### src/rtl/amba3_apb_reg_slave.sv
// APB3 register-file slave: REG_NUM registers of DATA_SIZE bits with a fixed
// number of wait states before the single-cycle PREADY completion.
module amba3_apb_reg_slave #(
    parameter int ADDR_SIZE   = 32,
    parameter int DATA_SIZE   = 32,
    parameter int REG_NUM     = 16,
    parameter int WAIT_CYCLES = 0
) (
    input  logic                          pclk,
    input  logic                          preset,
    input  logic [ADDR_SIZE-1:0]          paddr,
    input  logic                          psel,
    input  logic                          penable,
    input  logic                          pwrite,
    input  logic [DATA_SIZE-1:0]          pwdata,
    output logic                          pready,
    output logic [DATA_SIZE-1:0]          prdata,
    output logic [REG_NUM*DATA_SIZE-1:0]  reg_q,
    output logic [REG_NUM-1:0]            wr_pulse
);

    // Handshake: a transfer starts when psel=1, penable=0 is sampled in IDLE.
    // The slave then holds pready low for WAIT_CYCLES cycles and raises it for
    // exactly one cycle; the master must keep psel high until that cycle ends,
    // otherwise the transfer is dropped without side effects.

    localparam int IDX_W = $clog2(REG_NUM);
    localparam logic [3:0] WAIT_INIT = 4'(WAIT_CYCLES);
    localparam logic [REG_NUM-1:0] ONE_HOT_0 = {{(REG_NUM-1){1'b0}}, 1'b1};

    typedef enum logic [1:0] {
        S_IDLE,
        S_WAIT,
        S_ACCESS
    } state_t;

    state_t               state;
    logic [3:0]           count;
    logic [IDX_W-1:0]     idx_l;
    logic                 wr_l;
    logic                 hit_l;
    logic [DATA_SIZE-1:0] wdata_l;
    logic [DATA_SIZE-1:0] regs [REG_NUM];

    logic [IDX_W-1:0]     idx_in;
    logic                 hit_in;
    logic [IDX_W-1:0]     rd_idx;
    logic                 rd_hit;
    logic                 rd_wr;
    logic [DATA_SIZE-1:0] rd_val;

    assign idx_in = paddr[IDX_W+1:2];
    assign hit_in = ((paddr >> (IDX_W + 2)) == '0);

    // With no wait states the read value is captured on the setup edge itself,
    // before the latched copies are valid, so select the live bus in IDLE.
    always_comb begin
        rd_idx = idx_l;
        rd_hit = hit_l;
        rd_wr  = wr_l;
        if (state == S_IDLE) begin
            rd_idx = idx_in;
            rd_hit = hit_in;
            rd_wr  = pwrite;
        end
        rd_val = '0;
        if (!rd_wr && rd_hit) begin
            rd_val = regs[rd_idx];
        end
    end

    always_ff @(posedge pclk) begin
        if (preset) begin
            state    <= S_IDLE;
            count    <= '0;
            pready   <= 1'b0;
            prdata   <= '0;
            wr_pulse <= '0;
            idx_l    <= '0;
            wr_l     <= 1'b0;
            hit_l    <= 1'b0;
            wdata_l  <= '0;
            for (int i = 0; i < REG_NUM; i++) begin
                regs[i] <= '0;
            end
        end else begin
            pready   <= 1'b0;
            prdata   <= '0;
            wr_pulse <= '0;
            case (state)
                S_IDLE: begin
                    if (psel && !penable) begin
                        idx_l   <= idx_in;
                        wr_l    <= pwrite;
                        hit_l   <= hit_in;
                        wdata_l <= pwdata;
                        if (WAIT_CYCLES > 0) begin
                            state <= S_WAIT;
                            count <= WAIT_INIT;
                        end else begin
                            state  <= S_ACCESS;
                            pready <= 1'b1;
                            prdata <= rd_val;
                        end
                    end
                end
                S_WAIT: begin
                    if (!psel) begin
                        state <= S_IDLE;
                        count <= '0;
                    end else if (count == 4'd1) begin
                        state  <= S_ACCESS;
                        count  <= '0;
                        pready <= 1'b1;
                        prdata <= rd_val;
                    end else begin
                        count <= count - 4'd1;
                    end
                end
                S_ACCESS: begin
                    state <= S_IDLE;
                    if (psel && wr_l && hit_l) begin
                        regs[idx_l] <= wdata_l;
                        wr_pulse    <= ONE_HOT_0 << idx_l;
                    end
                end
                default: state <= S_IDLE;
            endcase
        end
    end

    for (genvar g = 0; g < REG_NUM; g++) begin : g_reg_q
        assign reg_q[g*DATA_SIZE +: DATA_SIZE] = regs[g];
    end

endmodule
### config.mk
export PLATFORM = sky130hd
export DESIGN_NAME = amba3_apb_reg_slave
export DESIGN_NICKNAME = d
export VERILOG_FILES = /design/src/rtl/amba3_apb_reg_slave.sv
export SDC_FILE = /design/constraint.sdc
export NUM_CORES = 1
export LEC_CHECK = 0
export CAP_MARGIN = 40
export CORE_MARGIN = 4
export CORE_UTILIZATION = 30
export CTS_BUF_LIST = sky130_fd_sc_hd__clkbuf_4 sky130_fd_sc_hd__clkbuf_8
export CTS_CLUSTER_DIAMETER = 50
export DETAILED_ROUTE_END_ITERATION = 12
export SETUP_SLACK_MARGIN = 0.02
export SLEW_MARGIN = 20
export SYNTH_ARGS = -nofsm -noshare
export SYNTH_HDL_FRONTEND = slang
export SYNTH_SLANG_ARGS = --single-unit
### constraint.sdc
create_clock -name pclk -period 2.6 [get_ports pclk]
set_input_delay 0.26 -clock pclk [delete_from_list [all_inputs] [get_ports pclk]]
set_output_delay 0.26 -clock pclk [all_outputs]
set_load 0.005 [all_outputs]
# Word level (Yosys, flattened, before mapping)
# Memory sizes are Yosys's and may differ from the RTL's.
# Index checks and enable logic that the tools add are counted.
# classes
add_sub_neg	1
eq_ne	5
n_shift	1
mux	27
bitwise	2
n_reduce_logical	12
# ops
operator	n
$mux 32	5
$pmux 32 s2	1
$logic_not 32->1	1
$reduce_or 32->1	1
$mux 4	4
$shl 1x4->16 const A	1
$mux 1	12
$mux 2	3
$eq 4x1->1 const B	1
$logic_and 1x1->1	4
$pmux 2 s2	1
$reduce_and 2->1	2
$sub 4x1->4 const B	1
$ne 3x3->1 const B	1
$reduce_or 3->1	1
$eq 2x1->1 const B	1
$eq 2x2->1 const B	1
$logic_not 1->1	2
$logic_not 2->1	1
$ne 2x1->1 const B	1
$not 1->1	2
$pmux 1 s2	1
# totals
ff_bits	93
mem_bits_rw	512
input_bits	69
out_inout_bits	561
wordCells	58
memories	1
# memory_table
memory	words	width	read_ports	rd_ports_with_merged_regs	wr	line	source
regs	16	32	17	0	16	43	logic [DATA_SIZE-1:0] regs [REG_NUM];

# Depth between registers and ports, before layout
# Gate-level depths: netlist of run 1.
# depth
depth_word	8
ltp_mapped	9

# Least setup slack after synthesis of run 1
# Ideal clock, no wire load.
# synth_timing
path_kind	reg2reg
startpoint	register state[1]
endpoint	memory regs[2][0] (enable)
setup_ns	0.375
arrival_ns	1.895
slack_ns	0.330
path_stages_with_launch	9
path_buffers	3
cell_sequence	dfxtp_1 buf_4 nand2_1 nor4_1 nor2b_1 buf_2 clkbuf_1 and2_1 or2_2
# synth_lines
element	line	source
from (decl)	37	state_t state;
from (signal assigned)	74	state <= S_IDLE;
from (signal assigned)	98	state <= S_WAIT;
from (signal assigned)	101	state <= S_ACCESS;
to (decl)	43	

# Worst setup path in the final report of run 1
# layout_timing
startpoint	register state[1]
endpoint	register prdata[4]
# layout_between
elab_chain_cells	8
# layout_lines
element	line	source
parallel branches: the longest is 7 deep, another holds $mem_v2 16x32	n/a	
$pmux 32 s2 (*)	90	case (state)
to (signal assigned)	103	prdata <= rd_val;
to (signal assigned)	115	prdata <= rd_val;
to (decl)	17	output logic [DATA_SIZE-1:0] prdata,
# Every way passes the cells marked *.
# A chain may end at the register's enable or synchronous reset.

==> results of run 1 <==
## logic make-up (layout without fill, tap and decap cells)
| group | after synthesis | count (layout) | synth area share |
|---|---|---|---|
| other | 0 | 9 | 0 |
| buffers and inverters | 174 | 939 | 0.0278 |
| AND/OR/NAND/NOR | 968 | 968 | 0.200 |
| AO/OA/AOI/OAI | 107 | 107 | 0.0258 |
| flip-flops | 600 | 600 | 0.660 |
| multiplexers | 138 | 138 | 0.0863 |
## layout make-up
type                            count  area (um2)
Antenna cell                        9        22.5
Tap cell                         1144        1430
Inverter                            1        3.75
Sequential cell                   600       17100
Clock inverter                     56         458
Timing Repair Buffer              749        7790
Multi-Input combinational cell   1213        8310
Clock buffer                      133        1690
Fill cell                        7764       48700
## cells in the final DEF (no fill, tap or decap), drive strengths merged, types with 2 or more instances in the layout
master,count
clkdlybuf4s50,626
edfxtp,512
and2,419
nand2,298
clkbuf,133
buf,122
and3,97
dfxtp,88
a21oi,70
nand3,66
mux4,64
clkinv,41
mux2i,39
mux2,35
nand4,32
a32oi,31
nor2,19
or2,16
diode,9
inv,9
nor4,7
bufinv,6
nor3,4
nand2b,3
nor2b,3
a22oi,2
nand3b,2
a22o,2
## routing by layer
layer	share of wire	global-route usage
met5	0.00049	0
met3	0.095	0.0642
met2	0.49	0.406
met4	0.038	0.0912
met1	0.38	0.297
## power by group
group          switching [W]  internal [W]  total (W)
sequential          0.000322        0.0107     0.0110
combinational        0.00117       0.00111    0.00228
clock                0.00408       0.00489    0.00897
total                0.00557        0.0167     0.0223
## per-stage QoR
step / instances / util / TNS (ns)
after CTS: 3896 / 0.430 / 0
final: 3905 / 0.431 / 0
after floorplan: 1987 / - / 0
after global routing: 3900 / 0.430 / 0
after detailed placement: 3706 / 0.405 / -0.113
after global placement: 3705 / 0.405 / -0.0980
## flip-flops by register name, summed over array words and instances (netlist names)
name / flops
regs: 512
wdata_l: 32
prdata: 32
pready: 1
wr_pulse: 16
wr_l: 1
state: 1
idx_l: 4
hit_l: 1
## worst max path at each step
stage	to	cells after the start
floorplan	regs[2][0]	8
global placement	prdata[4]	10
detailed placement	prdata[4]	10
CTS	prdata[4]	7
global route	prdata[3]	6
finish	prdata[4]	7
## critical path: cells and delay by family, from the launching register on
kind / cells / cell delay, ns
mux: 2 / 0.77
compound gates: 2 / 0.50
flops: 1 / 0.49
buf+inv: 2 / 0.45
simple gates: 1 / 0.13
## timing repair
item	in CTS	in global routing
hold buffers	1	0
endpoints found under the setup margin	0	1
gates resized for setup	0	1
hold endpoints to repair	1	0
==> summary.txt, run 1 <==
Synth
  • Synth unique cells: 32
  • Largest area contributor in the netlist: edfxtp_1
  • Number of synthesized flops with an enable pin: 512
  • Mapped Nets: 2056
  • Post-synthesis cell area: 25900 um2
  • Post-synthesis sequential area ratio: 0.660
  • Avg Cell Area, Syn: 13.1 um2
  • Most common cell in the synthesized netlist: edfxtp_1
  • Top-area cell type share of the netlist area: 0.593
  • Main synth FF type: edfxtp_1
  • Synth top cells by count: 512 x edfxtp_1, 419 x and2_1, 298 x nand2_1
  • Gate count of the mapped netlist: 1987
  • Register bit total from synthesis: 600
  • Ranking of synthesized cells by area: edfxtp_1 59%, and2_1 10%, dfxtp_1 6.8%
  • YS warnings: 0
  • Synth async-reset ratio: 0

Power and ir drop
  • Power density over cell area: 605 nW/um2
  • VDD IR max: 0.416 mV
  • Leakage Power: 13.7 nW
  • Final Power: 0.0223 W

Floorplanning
  • Initial Utilization: 0.303
  • Row cnt: 107
  • CORE AREA: 85500 um2
  • # IOs: 630
  • Die footprint: 91300 um2
  • Die width: 302 um
  • Die height: 302 um

Timing
  • Tightest Pin Transition: 0.802 ns
  • Slew Limit Fails: 0
  • Final WS setup: 0.146 ns
  • Final Hold Viols: 0
  • Min Tclk post-route: 2.45 ns
  • Worst Skew: 0.0594 ns
  • Fmax: 0.408 GHz
  • RSZ-0062 raised after global routing: false
  • Period utilization: 0.944
  • Rel. slew slack: 0.465
  • Final setup viols: 0
  • Worst Hold Slack: 0.107 ns

Worst setup path
  • Worst setup path class: flop to flop
  • CP Data Arrival Time: 3.07 ns
  • Critical path's largest stage delay: 0.56 ns
  • Critical Path Source Type: flop
  • Worst Setup End Kind: flop
  • Reg2Reg Depth: 7
  • Reg-to-reg slack, setup: 0.15 ns
  • Crit path max fanout: 48
  • Crit-path cells: buf_4 -> mux2_8 -> mux2i_1 -> a32oi_2 -> buf_4 -> nand4_1 -> a21oi_1
  • CP max-delay cell: mux2_8
  • Worst Setup SP: state[1]
  • Reg2reg start: state[1]
  • RR Endpoint: prdata[4]
  • Most frequent CP cell: buf_4
  • Required time of the critical path: 3.22 ns

GRT
  • Vias in the first global route: 20500
  • Grt ovf: 0
  • Initial antenna violation count: 19
  • First-pass GRT wire length: 156000 um
  • Tot GR Track Use: 0.241
  • Largest net degree at the start of global routing: 56

Placed design
  • Pre-CTS setup slack: -0.113 ns
  • Routability Congestion: 0.867
  • DP HPWL: 79700 um
  • Port bufs: 627
  • Placed inst area: 34700 um2

Outcome
  • Status: completed

CTS
  • Post-CTS Setup Bufs: 0
  • Clock sink total: 600
  • Clk Latency, worst-skew pair: 0.72 ns
  • Bufs on Longest Clock Path: 3
  • Clock transition at path regs: 0.07 ns
  • CTS tree: yes
  • Clock Root Buffer: clkbuf_8
  • CTS H-Tree Depth: 3
  • Num CTS Buffers: 101

Cells and area
  • Final Cell Area: 36800 um2
  • Nets@finish: 2735
  • Area Growth Syn to Fin: 42.0%
  • Layout cells sized above 1: 0.156

Detailed routing
  • Drt via density: 5.07
  • Via count: 19800
  • Pre-Repair DR Iteration Count: 5
  • Drc violations: 0
  • Antenna-violating nets left: 0
  • WL per Instance: 29.0 um
  • Final WL: 113000 um
  • Iter 0 DRT Violations: 2132

Hold path
  • Hold Path Sink: wdata_l[7]
  • Hold Path Class: input pin to flop
  • WHS Path Cells: 3
  • HP Start: pwdata[7]

Job
  • Max Cap Viol: 0
Power figures use the tool's default switching activity.
==> run 2, diff against run 1 <==
--- a/config.mk
+++ b/config.mk
@@ -10,9 +10,11 @@
 export CORE_UTILIZATION = 30
 export CTS_BUF_LIST = sky130_fd_sc_hd__clkbuf_4 sky130_fd_sc_hd__clkbuf_8
 export CTS_CLUSTER_DIAMETER = 50
+export CTS_CLUSTER_SIZE = 14
 export DETAILED_ROUTE_END_ITERATION = 12
+export RECOVER_POWER = 25
 export SETUP_SLACK_MARGIN = 0.02
-export SLEW_MARGIN = 20
+export SLEW_MARGIN = 10
 export SYNTH_ARGS = -nofsm -noshare
 export SYNTH_HDL_FRONTEND = slang
 export SYNTH_SLANG_ARGS = --single-unit
==> summary.txt, run 2 (synthesis gave the netlist of run 1 again) <==
Outcome
  • Status: completed

Cells and area
  • Max reg flops: 512
  • Nets@finish: 2711
  • Largest regs: regs x512, prdata x32, wdata_l x32
  • Biggest register: regs
  • Fin util: 0.427
  • Most frequent cells in the layout: 512 x edfxtp_1, 417 x and2_1, 371 x dlygate4sd3_1
  • Area Growth Syn to Fin: 40.8%
  • Fillers: 7777
  • Layout cells sized above 1: 0.150
  • Reg area: 17100 um2
  • Footprint of the multi-input gates: 8310 um2
  • Most common cell after layout, fill and taps aside: edfxtp_1

Floorplanning
  • Initial Utilization: 0.303
  • # IOs: 630
  • Row cnt: 107
  • CORE AREA: 85500 um2
  • Die width: 302 um
  • Die height: 302 um
  • Die footprint: 91300 um2

GRT
  • Largest net degree at the start of global routing: 56
  • First-pass GRT wire length: 155000 um
  • Grt ovf: 0
  • Tot GR Track Use: 0.241
  • Initial antenna violation count: 20
  • Vias in the first global route: 20200

CTS
  • CTS H-Tree Depth: 3
  • Clk Latency, worst-skew pair: 0.71 ns
  • Clock transition at path regs: 0.09 ns
  • Post-CTS Setup Bufs: 0
  • CTS tree: yes
  • Num CTS Buffers: 77
  • Clock Root Buffer: clkbuf_8
  • Clock sink total: 600
  • Bufs on Longest Clock Path: 3

Job
  • Max Cap Viol: 0

Timing
  • RSZ-0062 raised after global routing: false
  • Final setup viols: 0
  • Fmax: 0.414 GHz
  • Min Tclk post-route: 2.42 ns
  • Final Hold Viols: 0
  • Worst Skew: 0.0577 ns
  • Final setup TNS: 0 ns
  • Slew Limit Fails: 0
  • Rel. slew slack: 0.125
  • Tightest Pin Transition: 1.31 ns
  • Period utilization: 0.930

Worst setup path
  • Worst setup path class: flop to flop
  • Worst Setup End Kind: flop
  • CP Data Arrival Time: 2.97 ns
  • Crit path max fanout: 28
  • Critical Path Source Type: flop
  • Required time of the critical path: 3.15 ns

Placed design
  • Port bufs: 627
  • DP HPWL: 79700 um
  • Routability Congestion: 0.867

Detailed routing
  • WL per Instance: 29.3 um
  • Antenna-violating nets left: 0
  • Via count: 19800
  • Drt via density: 5.11
  • Iter 0 DRT Violations: 2190
  • Pre-Repair DR Iteration Count: 5
  • Drc violations: 0
  • Final WL: 113000 um

Power and ir drop
  • Power density over cell area: 591 nW/um2
  • VDD IR max: 0.352 mV
  • Leakage Power: 14.1 nW
  • Final Power: 0.0216 W

Hold path
  • Hold Path Class: input pin to flop
run 2: routing by layer:
metal	vias to the layer above	GRT usage	part of all wire
met5	-	0	0.00040
met2	1170	0.406	0.49
met4	8	0.0901	0.037
li1	8431	-	-
met1	9936	0.299	0.38
met3	209	0.0614	0.092
run 2: final timing paths:
kind,depth (start not counted),endpoint,slack (ns),start
setup / recovery,7,prdata[13],0.18,state[1]
hold / removal,3,wdata_l[22],0.12,pwdata[22]
setup reg to reg,7,prdata[13],0.18,state[1]
hold reg to reg,2,wr_l,0.46,wr_l
run 2: repair_timing:
action / CTS / global route
gates resized for setup: 0 / 1
hold endpoints to repair: 1 / 0
setup endpoints to repair: 0 / 1
hold buffers: 1 / 0
run 2: layout make-up:
| cell class | count | share of cell area |
|---|---|---|
| Timing Repair Buffer | 749 | 0.212 |
| Tap cell | 1144 | 0.0392 |
| Sequential cell | 600 | 0.469 |
| Inverter | 1 | 0.000103 |
| Clock buffer | 90 | 0.0324 |
| Multi-Input combinational cell | 1213 | 0.228 |
| Clock inverter | 54 | 0.0191 |
| Antenna cell | 12 | 0.000822 |
run 2: through the flow:
step	cells	hold slack (ns)	area [um2]	setup WS, ns
6_report	3863	0.120	36500	0.182
2_1_floorplan	1987	0.344	25900	0.330
4_1_cts	3851	0.0341	36500	0.112
3_3_place_gp	3705	0.452	34600	-0.0980
3_5_place_dp	3706	0.451	34700	-0.113
5_1_grt	3854	0.0847	36500	0.0632
run 2: critical path: stages, from the launching register on:
cell and delay [ns]:
dfxtp_1 0.47, buf_4 0.26, mux2i_4 0.44, buf_12 0.26, mux4_2 0.35, mux2_2 0.28
nand2_1 0.08, a21oi_1 0.07
run 2: power breakdown:
group | internal [W] | switching [W] | leakage [nW] | total, W
registers | 0.0107 | 0.000315 | 6.01 | 0.0110
logic | 0.00104 | 0.00118 | 7.16 | 0.00222
clock network | 0.00419 | 0.00419 | 0.940 | 0.00838
total | 0.0159 | 0.00568 | 14.1 | 0.0216
==> run 3, diff against run 2 <==
--- a/config.mk
+++ b/config.mk
@@ -12,6 +12,7 @@
 export CTS_CLUSTER_DIAMETER = 50
 export CTS_CLUSTER_SIZE = 14
 export DETAILED_ROUTE_END_ITERATION = 12
+export GPL_ROUTABILITY_DRIVEN = 0
 export RECOVER_POWER = 25
 export SETUP_SLACK_MARGIN = 0.02
 export SLEW_MARGIN = 10
==> results of run 3 <==
The final DEF is identical to that of run 2; final timing and power are the same.
